--- src/rtl/z80_pkg.sv ---
// Shared Z80 bus-sequencer types: machine-cycle kinds, T-states and width defaults.
// Used by the M-cycle sequencer, the decoder and the control FSM.
package z80_pkg;

   localparam int Z80_ADDR_W = 16;
   localparam int Z80_DATA_W = 8;

   typedef enum logic [2:0] {
      OCF = 3'd0,
      MR  = 3'd1,
      MW  = 3'd2,
      PR  = 3'd3,
      PW  = 3'd4
   } mcycle_t;

   typedef enum logic [2:0] {
      IDLE, T1, T2, TWA, TW, T3, T4
   } tstate_t;

   function automatic logic legal_type(input logic [2:0] t);
      return t <= 3'd4;
   endfunction

   function automatic logic is_read(input mcycle_t t);
      return (t == OCF) || (t == MR) || (t == PR);
   endfunction

   function automatic logic is_port(input mcycle_t t);
      return (t == PR) || (t == PW);
   endfunction

endpackage

--- src/rtl/z80_rfsh_ctr.sv ---
// Refresh register R: low seven bits count completed opcode fetches, bit 7 is sticky.
// The load port lets an LD R,A path write the whole register.
module z80_rfsh_ctr (
   input  logic       clk,
   input  logic       rst_L,
   input  logic       inc,
   input  logic       ld,
   input  logic [7:0] ld_val,
   output logic [7:0] r_out
);

   logic [7:0] r_cnt;

   always_ff @(posedge clk or negedge rst_L) begin
      if (!rst_L) begin
         r_cnt <= 8'h00;
      end else if (ld) begin
         r_cnt <= ld_val;
      end else if (inc) begin
         r_cnt <= {r_cnt[7], r_cnt[6:0] + 7'd1};
      end
   end

   assign r_out = r_cnt;

endmodule

--- src/rtl/z80_mcycle_fsm.sv ---
// Z80 machine-cycle sequencer: runs one bus M-cycle (fetch, mem/port read/write) per accepted start.
// Strobes decode only from the registered T-state and latched cycle type.
module z80_mcycle_fsm
   import z80_pkg::*;
#(
   parameter int ADDR_W   = Z80_ADDR_W,
   parameter int DATA_W   = Z80_DATA_W,
   parameter int IO_WAITS = 1
) (
   input  logic              clk,
   input  logic              rst_L,
   input  logic              start,
   input  logic [2:0]        cycle_type,
   input  logic [ADDR_W-1:0] addr_in,
   input  logic [DATA_W-1:0] wdata_in,
   input  logic [7:0]        i_reg,
   input  logic [DATA_W-1:0] data_in,
   input  logic              WAIT_L,
   output logic              ready,
   output logic              done,
   output logic [DATA_W-1:0] rd_data,
   output logic              rd_valid,
   output logic [ADDR_W-1:0] addr_out,
   output logic [DATA_W-1:0] data_out,
   output logic              data_oe,
   output logic              M1_L,
   output logic              MREQ_L,
   output logic              IORQ_L,
   output logic              RD_L,
   output logic              WR_L,
   output logic              RFSH_L,
   output logic [7:0]        r_reg
);

   tstate_t           r_state;
   tstate_t           w_state_next;
   mcycle_t           r_type;
   mcycle_t           w_type_in;
   logic [1:0]        r_wcnt;
   logic [1:0]        w_wcnt_next;
   logic [ADDR_W-1:0] r_addr;
   logic [DATA_W-1:0] r_wdata;
   logic [DATA_W-1:0] r_rd_data;
   logic              w_accept;
   logic              w_enter_t3;
   logic              w_done;
   logic [ADDR_W-1:0] w_rfsh_addr;

   assign w_type_in   = mcycle_t'(cycle_type);
   assign w_done      = (r_state == T4) || ((r_state == T3) && (r_type != OCF));
   assign ready       = (r_state == IDLE) || w_done;
   assign w_accept    = ready && start && legal_type(cycle_type);
   assign w_enter_t3  = (r_state inside {T2, TWA, TW}) && (w_state_next == T3);
   assign w_rfsh_addr = ADDR_W'({i_reg, r_reg});

   always_comb begin
      w_state_next = r_state;
      w_wcnt_next  = r_wcnt;
      case (r_state)
         IDLE: if (w_accept) w_state_next = T1;
         T1:   w_state_next = T2;
         T2: begin
            if (is_port(r_type) && (IO_WAITS > 0)) begin
               w_state_next = TWA;
               w_wcnt_next  = 2'd1;
            end else if (!WAIT_L) begin
               w_state_next = TW;
            end else begin
               w_state_next = T3;
            end
         end
         TWA: begin
            // Mandatory I/O waits run to completion before WAIT_L is looked at.
            if (int'(r_wcnt) < IO_WAITS) begin
               w_wcnt_next = r_wcnt + 2'd1;
            end else if (!WAIT_L) begin
               w_state_next = TW;
            end else begin
               w_state_next = T3;
            end
         end
         TW:   if (WAIT_L) w_state_next = T3;
         T3: begin
            if (r_type == OCF)  w_state_next = T4;
            else if (w_accept)  w_state_next = T1;
            else                w_state_next = IDLE;
         end
         T4:      w_state_next = w_accept ? T1 : IDLE;
         default: w_state_next = IDLE;
      endcase
   end

   always_ff @(posedge clk or negedge rst_L) begin
      if (!rst_L) begin
         r_state   <= IDLE;
         r_type    <= OCF;
         r_wcnt    <= 2'd0;
         r_addr    <= '0;
         r_wdata   <= '0;
         r_rd_data <= '0;
      end else begin
         r_state <= w_state_next;
         r_wcnt  <= w_wcnt_next;
         if (w_accept) begin
            r_type <= w_type_in;
            r_addr <= addr_in;
            if ((w_type_in == MW) || (w_type_in == PW)) r_wdata <= wdata_in;
         end
         if (w_enter_t3) begin
            if (is_read(r_type)) r_rd_data <= data_in;
            if (r_type == OCF)   r_addr    <= w_rfsh_addr;
         end
      end
   end

   // Idle state gates every strobe, so a stale r_type never reaches the pins.
   always_comb begin
      M1_L    = 1'b1;
      MREQ_L  = 1'b1;
      IORQ_L  = 1'b1;
      RD_L    = 1'b1;
      WR_L    = 1'b1;
      RFSH_L  = 1'b1;
      data_oe = 1'b0;
      case (r_type)
         OCF: begin
            if (r_state inside {T1, T2, TW}) begin
               M1_L   = 1'b0;
               MREQ_L = 1'b0;
               RD_L   = 1'b0;
            end
            if (r_state inside {T3, T4}) begin
               RFSH_L = 1'b0;
               MREQ_L = 1'b0;
            end
         end
         MR: begin
            if (r_state inside {T1, T2, TW}) begin
               MREQ_L = 1'b0;
               RD_L   = 1'b0;
            end
         end
         MW: begin
            if (r_state inside {T1, T2, TW})     MREQ_L  = 1'b0;
            if (r_state inside {T2, TW})         WR_L    = 1'b0;
            if (r_state inside {T1, T2, TW, T3}) data_oe = 1'b1;
         end
         PR: begin
            if (r_state inside {T2, TWA, TW}) begin
               IORQ_L = 1'b0;
               RD_L   = 1'b0;
            end
         end
         PW: begin
            if (r_state inside {T2, TWA, TW}) begin
               IORQ_L = 1'b0;
               WR_L   = 1'b0;
            end
            if (r_state inside {T1, T2, TWA, TW, T3}) data_oe = 1'b1;
         end
         default: ;
      endcase
   end

   z80_rfsh_ctr u_rfsh (
      .clk    (clk),
      .rst_L  (rst_L),
      .inc    (r_state == T4),
      .ld     (1'b0),
      .ld_val (8'h00),
      .r_out  (r_reg)
   );

   assign done     = w_done;
   assign rd_valid = (r_state == T3) && is_read(r_type);
   assign rd_data  = r_rd_data;
   assign addr_out = r_addr;
   assign data_out = r_wdata;

endmodule

--- config.mk ---
export PLATFORM = sky130hd
export DESIGN_NAME = z80_mcycle_fsm
export DESIGN_NICKNAME = d
export VERILOG_FILES = /design/src/rtl/z80_pkg.sv /design/src/rtl/z80_rfsh_ctr.sv /design/src/rtl/z80_mcycle_fsm.sv
export SDC_FILE = /design/constraint.sdc
export NUM_CORES = 1
export LEC_CHECK = 0
export ABC_CLOCK_PERIOD_IN_PS = 1950
export BUFFER_PORTS_ARGS = -buffer_cell sky130_fd_sc_hd__buf_2
export CAP_MARGIN = 25
export CORE_ASPECT_RATIO = 1.25
export CORE_MARGIN = 2
export CORE_UTILIZATION = 25
export CTS_CLUSTER_SIZE = 25
export DETAILED_ROUTE_END_ITERATION = 12
export GPL_ROUTABILITY_DRIVEN = 0
export PLACE_DENSITY_LB_ADDON = 0.2
export SYNTH_ARGS = -nofsm -noshare
export SYNTH_HDL_FRONTEND = slang
export SYNTH_HIERARCHICAL = 1
export SYNTH_SLANG_ARGS = --single-unit
--- constraint.sdc ---
create_clock -name clk -period 1.95 [get_ports clk]
set_input_delay 0.195 -clock clk [delete_from_list [all_inputs] [get_ports clk]]
set_output_delay 0.195 -clock clk [all_outputs]
set_load 0.005 [all_outputs]
Word level (Yosys, flattened, before mapping) --
Index checks and enable logic that the tools add are counted.
Storage, ports and cells: bits in registers 47, bits in latches 0, RAM bits 0, ROM bits 0, output and inout bits 50, logic and storage cells 81, memories 0
Cells by class: $add $sub $neg 2, $mul 0, div/mod/pow operators 0, magnitude comparators 2, equality and inequality tests 15, shift operators 0, mux-type cells 28, bitwise logic cells 0, reductions and logical operators 27
Operator list (number):
- $mux 16 | 3
- $pmux 3 s7 | 1
- $eq 3x3->1 const B | 6
- $eq 3x2->1 const B | 5
- $mux 3 | 5
- $mux 1 | 12
- $reduce_bool 3->1 | 3
- $pmux 1 s2 | 4
- $add 7x1->7 const B | 1
- $eq 3x1->1 const B | 2
- $logic_not 3->1 | 2
- $logic_or 1x1->1 | 6
- $reduce_bool 2->1 | 3
- $reduce_or 2->1 | 3
- $logic_and 1x1->1 | 5
- $reduce_bool 5->1 | 1
- $mux 2 | 2
- $ne 2x2->1 const B | 2
- $pmux 2 s2 | 1
- $reduce_and 2->1 | 2
- $reduce_bool 4->1 | 1
- $le 3x3->1 const B | 1
- $reduce_and 3->1 | 1
- $add 2x1->2 const B | 1
- $lt 2x1->1 const B | 1

Depth between registers and ports, before layout --
depth after elaboration 12, gate-level depth with buffers 8, gate-level depth less buffers 7

By module --
Netlist, hierarchy kept.
Modules (own cells, without submodules):
- z80_mcycle_fsm | instances 1, cells each 177, area an instance 2183.3 um^2, seq. area each 1001.0 um^2
- z80_rfsh_ctr | instances 1, cells each 44, area an instance 414.1 um^2, seq. area each 200.2 um^2

Worst setup path before layout --
No wires, ideal clock.
path type reg2reg, from reg r_type[1], to reg r_addr[10], in the netlist addr_out[10], data arrival time 1.935 ns, setup slack -0.110 ns, stages on the path, launching flop included 8, buffers on the path 2, path through dfrtp_1 buf_6 or3_4 a221oi_4 o211ai_2 nand3_4 buf_6 mux2_4
On the way: cells in the longest elaborated chain, start to end 12
Ends and longest elaborated chain:
- start, declared | line z80_mcycle_fsm.sv:37 | mcycle_t r_type;
- start signal, assigned | line z80_mcycle_fsm.sv:105 | r_type <= w_type_in;
- $reduce_bool 3->1 | line z80_mcycle_fsm.sv:50 | assign w_done = (r_state == T4) || ((r_state == T3) && (r_type != OCF));
- $logic_and 1x1->1 | line z80_mcycle_fsm.sv:50
- $logic_or 1x1->1 | line z80_mcycle_fsm.sv:50
- $logic_or 1x1->1 | line z80_mcycle_fsm.sv:51 | assign ready = (r_state == IDLE) || w_done;
- $logic_and 1x1->1 (2 in series) | line z80_mcycle_fsm.sv:52 | assign w_accept = ready && start && legal_type(cycle_type);
- $mux 1 | line z80_mcycle_fsm.sv:85, z80_mcycle_fsm.sv:88
- $mux 3 | line z80_mcycle_fsm.sv:84 | if (r_type == OCF) w_state_next = T4;
- $pmux 3 s7 (*) | line z80_mcycle_fsm.sv:59 | case (r_state)
- net w_state_next[0] | line z80_mcycle_fsm.sv:36 | tstate_t w_state_next;
- $eq 3x3->1 (*) | line z80_mcycle_fsm.sv:53 | assign w_enter_t3 = (r_state inside {T2, TWA, TW}) && (w_state_next == T3);
- $logic_and 1x1->1 (*) | line z80_mcycle_fsm.sv:53
- $mux 16 (*) | line z80_mcycle_fsm.sv:109 | if (w_enter_t3) begin
- end signal, assigned | line z80_mcycle_fsm.sv:106 | r_addr <= addr_in;
- end signal, assigned | line z80_mcycle_fsm.sv:111 | if (r_type == OCF) r_addr <= w_rfsh_addr;
- end, declared | line z80_mcycle_fsm.sv:41 | logic [ADDR_W-1:0] r_addr;
Mark *: on every way through the listed nets, which the timed path passes. The rest lies on a longest branch. A chain may end at the register's enable or synchronous reset.

Worst setup path after layout --
from reg r_type[2], to reg r_addr[6], in the netlist addr_out[6]
On the way: cells in the longest elaborated chain, start to end 12
Ends and longest elaborated chain (line):
- $reduce_bool 3->1 | z80_mcycle_fsm.sv:50
- $logic_and 1x1->1 | z80_mcycle_fsm.sv:50
- $logic_or 1x1->1 | z80_mcycle_fsm.sv:50
- $logic_or 1x1->1 | z80_mcycle_fsm.sv:51
- $logic_and 1x1->1 (2 in series) | z80_mcycle_fsm.sv:52
- $mux 1 | z80_mcycle_fsm.sv:85, z80_mcycle_fsm.sv:88
- $mux 3 | z80_mcycle_fsm.sv:84
- $pmux 3 s7 | z80_mcycle_fsm.sv:59
- $eq 3x3->1 | z80_mcycle_fsm.sv:53
- $logic_and 1x1->1 | z80_mcycle_fsm.sv:53
- $mux 16 (*) | z80_mcycle_fsm.sv:109
Every way passes the cells marked *; elsewhere a longest branch is shown, timed or not.

==> metrics.txt <==
DRC Markers=0; CP peak stage delay=0.42 ns; Final ANT Viol Nets=0; Final Hold Fails=0; clock transition at the registers of the reported paths=0.07 ns; PwrDens=1518 nW/µm²; worst-path fanout max=14; chip height=118.0 µm; Worst Path Buf+Inv=1; area grow syn2layout=51.54%; period utilisation layout=1.076; layout cells sized above 1=0.5452; register area share after synthesis=0.4624; WS Path Type=reg -> reg; Fin Clk Skew=0.009331 ns; vias in the first global route=2261; WP data required=2.12 ns; HPWL after DPL=5140 µm; initial core utilization=0.2570; # setup viols final=34; Peak VDD IR=711.5 µV; wl on met1=2990 µm; Cells after Synth=221; core footprint=10110 µm²; asr flop ratio synth=1.000; met3 WL=297 µm; CP startpoint kind=flip-flop; largest net degree at the start of global routing=30; Final WS setup=-0.1475 ns; Least-Margin Pin Slew=0.5088 ns; failing checks=negative setup slack; Clk Latency, worst-skew pair=0.29 ns; Critical R2R Launch=r_type[2]; fin crit period=2.097 ns; DR top layer=met4; Post-synth EDFFs=0; I/O Buffers=96; total grt overflow=0; Worst slew margin=0.6608; die area=11230 µm²; switching share of power=0.3172; Worst setup EP type=flip-flop; Netlist cell types=49; wire per inst=14.40 µm; combinational power share=0.501; Met2 Wirelength=3679 µm; # IOs=97; first-pass GRT wire length=11300 µm; GRT Overall Usage=0.1291; Pleak=1.931 nW; Sequential Power Share=0.289; Layout Cells excl Fill=494; largest delay contributor family on the critical path=multiplexers; dpl cells=478; max frequency=476.8 MHz; Vias/cell=4.413; H-tree depth=2; hold_sp=i_reg[5]; setup repair after global routing missed its margin=yes; commonest register cell after synthesis=dfrtp_1; clock power share=0.210; diodes inserted=0; Hold Path End=addr_out[13]; outcome=finished, violations left; Die Span X=95.17 µm; WP data arrival=2.27 ns; Min-Delay Path Class=in -> reg; Max clock buf depth=2; Int Pwr=4.079 mW; nets@finish=413; CTS tree=built; Place WS=-0.2023 ns; Sw Pwr=1.895 mW; total CTS buffers=5; Yosys reg bits=48; cell count of the worst hold path=2; initial antenna violation count=0; routed vias=2180; floorplan row count=41; Routed WL=7112 µm; Mean Syn Cell Area=11.75 µm²; Max Cap Violations=0; Worst path slowest cell=or3_4; Post-Syn Area=2597 µm²; max-slew violations=0; Root Driver=clkbuf_16; reg-to-reg setup timing slack=-0.15 ns; clock tree sinks=48; worst r2r path cells=6; number of iterations in the first detailed-routing pass=4; DRT iter0 DRCs=42; chain of cells forming the critical path=or3_4 -> a221oi_4 -> nor2_2 -> buf_12 -> mux2_1 -> mux2_4; Synth Warn #=6; RR Endpoint=addr_out[6]
## sequential cells by signal (all words and copies together) (netlist names)
register / flops
addr_out: 16
data_out: 8
rd_data: 8
u_rfsh/r_out: 8
r_state: 3
r_type: 3
r_wcnt: 2
## worst max path at each step
stage	startpoint	endpoint	depth (start not counted)
after global placement	r_state[1]	addr_out[9]	6
after detailed placement	r_state[1]	rd_data[1]	7
after global routing	r_type[2]	addr_out[3]	6
after floorplan	r_type[1]	addr_out[5]	7
final	r_type[2]	addr_out[6]	6
after CTS	r_type[2]	addr_out[6]	6
## metrics by stage
step                      hold slack, ns  utilization  total power [mW]  TNS (ns)  instance area [µm²]
after global routing              0.1224       0.3895             6.386    -5.747                 3936
after detailed placement          0.2019       0.3451             4.330    -4.001                 3487
after floorplan                  -0.1006            -             3.240    -1.410                 2666
after global placement            0.2066       0.3451             4.297    -4.413                 3487
after CTS                         0.1174       0.3833             5.925    -3.094                 3874
final                             0.1244       0.3895             5.974    -2.885                 3936
## power groups by stage
stage	sequential (mW)	clock (mW)	combinational [mW]
3_3_place_gp	1.70	0	2.60
6_report	1.72	1.26	2.99
3_5_place_dp	1.72	0	2.60
4_1_cts	1.73	1.29	2.91
2_1_floorplan	1.70	0	1.54
5_1_grt	1.79	1.32	3.28
## logic make-up after synthesis
| family | after synthesis | synth area share |
|---|---|---|
| AND/OR/NAND/NOR | 57 | 0.1277 |
| multiplexers | 52 | 0.2394 |
| flip-flops | 48 | 0.4624 |
| AO/OA/AOI/OAI | 36 | 0.09441 |
| buffers and inverters | 18 | 0.04142 |
| XOR/XNOR | 7 | 0.02360 |
| adder cells (fa/ha/maj) | 2 | 0.009632 |
| other | 1 | 0.001444 |
## cells in the final DEF, fill, tap and decap left out, drive strengths merged, types with 2 or more instances in the layout
cell / n
nand2b: 2
conb: 16
o22ai: 2
and2: 2
nand3: 12
mux2: 51
buf: 132
nand2: 14
nor2: 5
or4: 2
clkbuf: 5
a21o: 2
nor2b: 8
inv: 6
bufinv: 3
ha: 2
xor2: 3
o21ai: 17
a21oi: 3
o211ai: 2
nor3: 3
dfrtp: 48
a22oi: 2
nand4: 2
xnor2: 4
## synthesized netlist by cell type, drive strengths merged (2+ instances only)
cell type / n / area share
dfrtp: 48 / 0.46
mux2: 51 / 0.24
nor3: 3 / 0.0058
o211ai: 2 / 0.0077
nand4: 2 / 0.0048
nor2b: 8 / 0.019
inv: 6 / 0.0087
or4: 2 / 0.0058
nand2b: 2 / 0.0048
xor2: 3 / 0.010
nand3: 12 / 0.030
buf: 11 / 0.031
a22oi: 2 / 0.0058
o22ai: 2 / 0.0048
ha: 2 / 0.0096
o21ai: 17 / 0.033
nand2: 14 / 0.020
xnor2: 4 / 0.013
and2: 2 / 0.0048
a21oi: 3 / 0.0058
nor2: 5 / 0.0082
a21o: 2 / 0.0058
## what timing repair did
action / 4_1_cts / 5_1_grt
hold endpoints to repair: 19 / 0
buffers inserted: 4 / 2
hold buffers: 1 / 0
gates cloned: 1 / 0
setup endpoints to repair: 31 / 41
gates resized for setup: 29 / 11
pin swaps: 3 / 1
## metal layers
metal  track usage  vias to the layer above
li1              -                     1066
met1        0.1601                     1049
met2        0.2192                       53
met3       0.02049                       12
met4       0.05163                        0
met5             0                        -
## cell type report
type	count	area, µm²
Sequential cell	48	1204
Timing Repair Buffer	133	863.3
Fill cell	1039	6170
Clock buffer	5	125.1
Clock inverter	3	90.09
Inverter	6	25.02
Tap cell	129	161.4
Multi-Input combinational cell	170	1468
(Power assumes the default switching activity.)
